`config.mk`:
```
export PLATFORM = sky130hd
export DESIGN_NAME = adat_stream_tx
export DESIGN_NICKNAME = d
export VERILOG_FILES = /design/src/rtl/adat_stream_tx.sv
export SDC_FILE = /design/constraint.sdc
export NUM_CORES = 1
export LEC_CHECK = 0
export BUFFER_PORTS_ARGS = -buffer_cell sky130_fd_sc_hd__buf_2
export CORE_UTILIZATION = 60
export CTS_BUF_LIST = sky130_fd_sc_hd__clkbuf_4
export CTS_CLUSTER_DIAMETER = 40
export DETAILED_ROUTE_END_ITERATION = 8
export PLACE_DENSITY = 0.74
export SLEW_MARGIN = 20
export SYNTH_ARGS = -nofsm -noshare
export SYNTH_HDL_FRONTEND = slang
export SYNTH_SLANG_ARGS = --single-unit
export TNS_END_PERCENT = 100
```
`constraint.sdc`:
```
create_clock -name clk -period 8.18 [get_ports clk]
set_input_delay 1.227 -clock clk [delete_from_list [all_inputs] [get_ports clk]]
set_output_delay 1.227 -clock clk [all_outputs]
set_load 0.05 [all_outputs]
```
`src/rtl/adat_stream_tx.sv`:
```
// ADAT transmitter: stages 8x24-bit samples, serialises 256-bit frames with NRZI line coding.
// Latency: samples accepted during frame N go out in frame N+1; bit_en paces one line bit per strobe.
// Backpressure: s_ready drops once 8 samples are staged and during the frame-load cycle.
module adat_stream_tx #(
    parameter bit UNDERRUN_HOLD = 1'b0
) (
    input  logic        clk,
    input  logic        rst,
    input  logic        bit_en,
    input  logic [23:0] s_data,
    input  logic        s_valid,
    output logic        s_ready,
    input  logic [3:0]  user_bits,
    output logic        adat_bitstream,
    output logic        frame_start,
    output logic        underrun,
    output logic [2:0]  chan_idx
);

    logic [23:0]  staging [8];
    logic [23:0]  tx_smp  [8];
    logic [3:0]   chan_cnt;
    logic [7:0]   bit_idx;
    logic [3:0]   user_q;
    logic [255:0] frame_msb;
    logic         load;
    logic         accept;

    function automatic logic [29:0] chan_field(input logic [23:0] s);
        chan_field = {1'b1, s[23:20], 1'b1, s[19:16], 1'b1, s[15:12],
                      1'b1, s[11:8],  1'b1, s[7:4],   1'b1, s[3:0]};
    endfunction

    assign load     = bit_en && (bit_idx == 8'd0);
    assign s_ready  = !rst && (chan_cnt < 4'd8) && !load;
    assign accept   = s_valid && s_ready;
    assign chan_idx = chan_cnt[2:0];

    // First-transmitted bit sits at the MSB, so frame index i lives at position ~i.
    assign frame_msb = {10'd0, 2'b11, user_q,
                        chan_field(tx_smp[0]), chan_field(tx_smp[1]),
                        chan_field(tx_smp[2]), chan_field(tx_smp[3]),
                        chan_field(tx_smp[4]), chan_field(tx_smp[5]),
                        chan_field(tx_smp[6]), chan_field(tx_smp[7])};

    always_ff @(posedge clk) begin
        if (rst) begin
            for (int i = 0; i < 8; i++) begin
                staging[i] <= '0;
                tx_smp[i]  <= '0;
            end
            chan_cnt       <= '0;
            bit_idx        <= '0;
            user_q         <= '0;
            adat_bitstream <= 1'b0;
            frame_start    <= 1'b0;
            underrun       <= 1'b0;
        end else begin
            frame_start <= 1'b0;
            underrun    <= 1'b0;

            if (bit_en) begin
                adat_bitstream <= adat_bitstream ^ frame_msb[~bit_idx];
                bit_idx        <= bit_idx + 8'd1;
            end

            // Bits 0..10 are constant, so swapping tx_smp on this same edge is safe.
            if (load) begin
                frame_start <= 1'b1;
                user_q      <= user_bits;
                chan_cnt    <= '0;
                if (chan_cnt == 4'd8) begin
                    for (int i = 0; i < 8; i++) tx_smp[i] <= staging[i];
                end else begin
                    underrun <= 1'b1;
                    if (!UNDERRUN_HOLD) begin
                        for (int i = 0; i < 8; i++) tx_smp[i] <= '0;
                    end
                end
            end else if (accept) begin
                staging[chan_cnt[2:0]] <= s_data;
                chan_cnt               <= chan_cnt + 4'd1;
            end
        end
    end

endmodule

```
==> summary.md, run 1 <==
| Metric | Value |
|---|---|
| Util after Layout | `0.676` |
| Vias in the first global route | `10830` |
| Final worst-path cycle share | `0.584` |
| Netlist cell types | `59` |
| Core Area | `27300 sq um` |
| Synth Area in Simple Gates | `0.192` |
| First-pass GRT wire length | `63600 um` |
| Detailed placer's ending HPWL | `23900 um` |
| Gr usage total | `0.304` |
| Status | `complete, no violations` |
| Die Width | `169 um` |
| Reg2Reg Depth | `7` |
| CTS sink count | `403` |
| Hold Crit Endpoint | `tx_smp[1][67]$_SDFFE_PP0P_` |
| Final ANT Viol Nets | `0` |
| Final Hold Viols | `0` |
| Synth Instances | `1389` |
| Unrepaired setup endpoints after global routing | `no` |
| Largest family of logic cells by synthesized area | `simple AND/OR/NAND/NOR gates` |
| Total Wirelength | `42700 um` |
| Max IR drop VDD | `126 uV` |
| Sequential Area | `11000 sq um` |
| Top cells by area, synth | `edfxtp_1, dfxtp_1, and2_1, and3_1, a21oi_1` |
| Worst Hold Class | `flop to flop` |
| # resized after CTS | `0` |
| Initial Utilization | `0.618` |
| Post-Syn Area | `16800 sq um` |
| Area of the multi-input gates | `5400 sq um` |
| Post-synth ARST share | `0` |
| Layout net count | `1462` |
| Detailed-route via count | `11446` |
| R2R setup slack | `4270 ps` |
| GP Congestion | `0.919` |
| Top_reg_cell synth | `edfxtp_1` |
| PwrDens | `228 nW/um^2` |
| Root Driver | `clkbuf_4` |
| Post-CTS Setup Inserts | `0` |
| CP required | `6950 ps` |
| Rows | `60` |
| WS Path Type | `flop to output port` |
| Worst setup margin | `3410 ps` |
| # IOs | `39` |
| Register bit total from synthesis | `403` |
| Post-Layout Cell Count | `1869` |
| Worst skew pair latency | `720 ps` |
| Post-synthesis mux area share | `0.0502` |
| DR DRC count | `0` |
| Share of cells above drive strength 1 | `0.170` |
| Synth Area in Adders | `0.00297` |
| Layout Skew | `25.7 ps` |
| CTS max path bufs | `3` |
| Static leakage | `6.97 nW` |
| Worst-path maximum fanout | `50` |
| DP Worst Slack | `3990 ps` |
| Worst Setup End Kind | `output port` |
| Finish-stage setup viols | `0` |
| Clock slew at reported path FFs | `80 ps` |
| Largest net degree at the start of global routing | `102` |
| Post-synth EDFFs | `288` |
| Drt first pass iters | `5` |
| Die ar. | `28700 sq um` |
| Most frequent cells in the layout | `edfxtp_1, and2_1, clkbuf_4` |
| Post-layout minimum cycle time | `4770 ps` |
| Die H | `169 um` |
| Hold path startpoint | `tx_smp[1][67]$_SDFFE_PP0P_` |
| Hold_buf cts | `0` |
| Relative slew slack | `0.277` |
| Via density | `6.12` |
| RR Endpoint | `staging[3][13]$_SDFFCE_PN0P_` |
| Slew Limit Fails | `0` |
| Commonest non-fill, non-tap cell in the layout | `edfxtp_1` |
| Max Cap Viol | `0` |
| Pin slew with the least headroom to its limit | `1080 ps` |
| TritonCTS buffer count | `97` |
| Number of port buffers | `38` |
| Fill count | `2001` |
| Synth warnings | `0` |
| WP data arrival | `3550 ps` |
| Most area-hungry cell type in the Yosys netlist | `edfxtp_1` |
| Initial antenna violation count | `10` |
| Placed insts | `1699` |
| Max Freq | `210 MHz` |
| Startpoint Class | `flop` |
| Sum Neg Setup Slack | `0 ps` |
| Drt wl/cell | `22.9 um` |
| Compound-Gate Fraction of Synth Area | `0.0691` |
| CTS tree | `yes` |
| Htree depth | `3` |
| Hold depth | `2` |
| Syn_nets | `1425` |
| Grt ovf | `0` |
| Initial drt markers | `1281` |
| Post-synthesis sequential area ratio | `0.651` |
| Mean Syn Cell Area | `12.1 sq um` |
| Xor/xnor share of the synthesized area | `0.00416` |
| P&R area growth vs syn | `9.40%` |
| RR Startpoint | `bit_idx[0]$_SDFFE_PP0P_` |
| Post-synth top area share | `0.514` |
## layout make-up
class | count | area share
sequential | 403 | 0.595
multi-input combinational | 861 | 0.293
clock buffer | 154 | 0.0628
tap | 372 | 0.0253
timing repair buffer | 55 | 0.0174
clock inverter | 12 | 0.00394
inverter | 8 | 0.00177
antenna | 4 | 0.000544
## critical path, stage by stage (launching register included)
cell and delay, ps:
dfxtp_2 810, inv_2 380, ha_1 330, and4_4 170
nor2_1 250, inv_4 300, nor2_1 270, buf_2 310
## worst max-delay path by stage
stage	from	end	slack, ps
after floorplan	bit_en	s_ready	2430
after detailed placement	rst	s_ready	3990
final	bit_idx[0]$_SDFFE_PP0P_	s_ready	3410
after global routing	bit_idx[0]$_SDFFE_PP0P_	s_ready	3250
after global placement	rst	s_ready	3990
after CTS	bit_idx[0]$_SDFFE_PP0P_	s_ready	3430
## registers in the layout, summed over array words and instances, names as in the netlist
register / count
adat_bitstream: 1
bit_idx: 8
chan_cnt: 4
frame_start: 1
staging: 192
tx_smp: 192
underrun: 1
user_q: 4
## layer usage
| metal | GRT usage | share of wire |
|---|---|---|
| met5 | 0 | 0 |
| met4 | 0.135 | 0.033 |
| met3 | 0.0564 | 0.099 |
| met2 | 0.489 | 0.47 |
| met1 | 0.405 | 0.39 |
## per-stage QoR
stage	instance area, sq um	hold WS (ps)	total power [mW]
final	18400	450	4.21
after floorplan	16800	427	2.50
after global placement	17200	433	2.61
after detailed placement	17200	444	2.61
after CTS	18400	452	4.22
after global routing	18400	472	4.35
## cells in the mapped netlist, drive strengths merged, types with 2 or more instances
| library cell | number |
|---|---|
| o41ai | 2 |
| nor2 | 27 |
| or2 | 9 |
| mux4 | 13 |
| a211oi | 6 |
| a21oi | 118 |
| o22ai | 8 |
| nand2 | 121 |
| inv | 8 |
| ha | 4 |
| nand2b | 4 |
| and2 | 193 |
| nand4 | 2 |
| o221ai | 22 |
| nor3b | 7 |
| nor3 | 6 |
| dfxtp | 115 |
| nand3 | 105 |
| o21ai | 10 |
| nor2b | 7 |
| o211ai | 6 |
| clkbuf | 99 |
| buf | 18 |
| mux2i | 18 |
| mux2 | 33 |
| o311ai | 2 |
| o221a | 2 |
| edfxtp | 288 |
| a21boi | 2 |
| xnor2 | 7 |
| or3 | 2 |
| o31ai | 3 |
| and3 | 100 |
| nor4 | 6 |
| a2111oi | 2 |
## cell families after synthesis
kind of cell	after synthesis
flip-flops	403
AND/OR/NAND/NOR	594
multiplexers	64
AO/OA/AOI/OAI	191
buffers and inverters	125
adder cells (fa/ha/maj)	4
XOR/XNOR	8
## where the power goes
group	switching [mW]	leakage, nW	internal (mW)	total, mW
registers	0.0346	3.95	2.27	2.30
clock network	0.760	0.745	0.875	1.63
logic	0.210	2.27	0.0618	0.272
total	1.00	6.97	3.20	4.21
Power figures use the tool's default switching activity.
==> run 2, diff against run 1 <==
- clock period: 8.18 -> 4.5 ns (I/O delays scaled with it)
==> run 2 against run 1 <==
- sequential power increased by 82%
- highest routed layer unchanged
- routed wire length is 3.0% higher
- clock skew up 17 ps
- cell area up 1.1%
- critical endpoint unchanged
- combinational power increased by 89%
==> summary.md, run 2 (same netlist as run 1, synthesis figures left out) <==
| Metric | Value |
|---|---|
| Root Driver | `clkbuf_4` |
| PwrDens | `420 nW/um^2` |
| Hold path startpoint | `user_bits[1]` |
| Initial Utilization | `0.618` |
| Via density | `6.09` |
| Detailed placer's ending HPWL | `26200 um` |
| Logic pwr share | `0.066` |
| Max Cap Viol | `0` |
| GP Congestion | `1.00` |
| Fill count | `2014` |
| Total Wirelength | `44000 um` |
| WP data arrival | `2930 ps` |
| Slew Limit Fails | `0` |
| Share of cells above drive strength 1 | `0.182` |
| Placed insts | `1706` |
| Worst skew pair latency | `750 ps` |
| Commonest non-fill, non-tap cell in the layout | `edfxtp_1` |
| Final ANT Viol Nets | `0` |
| RR Endpoint | `staging[7][10]$_SDFFCE_PN0P_` |
| Area of the multi-input gates | `5400 sq um` |
| Hold_buf cts | `0` |
| Static leakage | `7.08 nW` |
| P&R area growth vs syn | `10.7%` |
| # IOs | `39` |
| Sequential Area | `11000 sq um` |
| R2R setup slack | `1190 ps` |
| Detailed-route via count | `11537` |
| Post-CTS Setup Inserts | `0` |
| Initial drt markers | `1784` |
| Max Freq | `277 MHz` |
| Placed inst area | `17200 sq um` |
| Sw Share | `0.243` |
| Number of port buffers | `38` |
| Worst Setup End Kind | `output port` |
| DR DRC count | `0` |
| CTS tree | `yes` |
| First-pass GRT wire length | `65800 um` |
| Layout Skew | `42.6 ps` |
| Hold Slack | `194 ps` |
| Startpoint Class | `flop` |
| Vias in the first global route | `10921` |
| Clk pwr share | `0.400` |
| Final worst-path cycle share | `0.801` |
| Most frequent cells in the layout | `edfxtp_1, and2_1, clkbuf_4` |
| Grt ovf | `0` |
| Post-Layout Cell Count | `1893` |
| RR Startpoint | `bit_idx[0]$_SDFFE_PP0P_` |
| Post-layout minimum cycle time | `3610 ps` |
| Largest net degree at the start of global routing | `102` |
| Top flop regs | `staging (192), tx_smp (192), bit_idx (8)` |
| Htree depth | `3` |
| Max IR drop VDD | `287 uV` |
| CTS sink count | `403` |
| Core Area | `27300 sq um` |
| CTS max path bufs | `3` |
| Sw Pwr | `1.90 mW` |
| Clock slew at reported path FFs | `60 ps` |
| Rows | `60` |
| Internal Power | `5.92 mW` |
| Layout net count | `1473` |
| Die ar. | `28700 sq um` |
| Post-route cell area | `18600 sq um` |
| Finish-stage setup viols | `0` |
| Final Hold Viols | `0` |
| Die H | `169 um` |
| Hold Crit Endpoint | `user_q[1]$_SDFFE_PP0P_` |
| Sum Neg Setup Slack | `0 ps` |
| Drt wl/cell | `23.3 um` |
| Worst-path maximum fanout | `16` |
| # resized after CTS | `0` |
| Hold depth | `3` |
| Gr usage total | `0.314` |
| Unrepaired setup endpoints after global routing | `no` |
| Relative slew slack | `0.383` |
| Drt first pass iters | `5` |
| Pin slew with the least headroom to its limit | `926 ps` |
| Status | `complete, no violations` |
| Worst Hold Class | `primary input to flop` |
| TritonCTS buffer count | `100` |
| CP required | `3830 ps` |
| WS Path Type | `flop to output port` |
| Util after Layout | `0.683` |
| Initial antenna violation count | `10` |
| Reg2Reg Depth | `8` |
| Die Width | `169 um` |
| Sequential share of power | `0.534` |
[run 2: cell types whose count changed in the layout (fill, tap and decap cells not counted), sizes merged]
cell / previous run / this run
clkbuf: 154 / 161
buf: 55 / 63
diode: 4 / 2
inv: 9 / 7
clkinv: 10 / 19
clkinvlp: 0 / 4
[run 2: worst max-delay path, cell delays in order (launching register included)]
cell	delay [ps]
dfxtp_2	650
inv_2	280
ha_1	290
and4_4	170
nor2_2	170
clkinvlp_4	170
nor2_1	180
buf_2	290
[run 2: how the worst max path moves through the flow]
stage	startpoint	endpoint	slack [ps]	depth (start not counted)
2_1_floorplan	bit_idx[1]$_SDFFE_PP0P_	s_ready	10	9
3_3_place_gp	bit_idx[0]$_SDFFE_PP0P_	staging[5][5]$_SDFFCE_PN0P_	1350	8
3_5_place_dp	bit_idx[0]$_SDFFE_PP0P_	staging[5][5]$_SDFFCE_PN0P_	1260	8
4_1_cts	bit_idx[0]$_SDFFE_PP0P_	s_ready	920	7
5_1_grt	bit_idx[0]$_SDFFE_PP0P_	s_ready	780	7
6_report	bit_idx[0]$_SDFFE_PP0P_	s_ready	890	7
[run 2: layer usage]
layer / up-vias / part of all wire / global-route usage
li1: 5195 / - / -
met1: 5598 / 0.40 / 0.440
met2: 649 / 0.46 / 0.481
met3: 95 / 0.10 / 0.0595
met4: 0 / 0.034 / 0.142
met5: - / 0 / 0
[run 2: power groups by stage]
stage / clock, mW / sequential (mW) / combinational (mW)
2_1_floorplan: 0 / 4.23 / 0.318
3_3_place_gp: 0 / 4.26 / 0.489
3_5_place_dp: 0 / 4.26 / 0.497
4_1_cts: 3.18 / 4.18 / 0.499
5_1_grt: 3.36 / 4.19 / 0.536
6_report: 3.13 / 4.18 / 0.515
[run 2: area by class of cell]
type | count | area share
sequential | 403 | 0.588
multi-input combinational | 861 | 0.290
tap | 372 | 0.0250
antenna | 2 | 0.000269
inverter | 8 | 0.00181
clock inverter | 23 | 0.00719
clock buffer | 161 | 0.0649
timing repair buffer | 63 | 0.0228
[run 2: through the flow]
stage | setup slack (ps) | power (mW)
4_1_cts | 920 | 7.86
5_1_grt | 784 | 8.09
2_1_floorplan | 14.7 | 4.55
3_3_place_gp | 1350 | 4.75
6_report | 893 | 7.83
3_5_place_dp | 1260 | 4.76
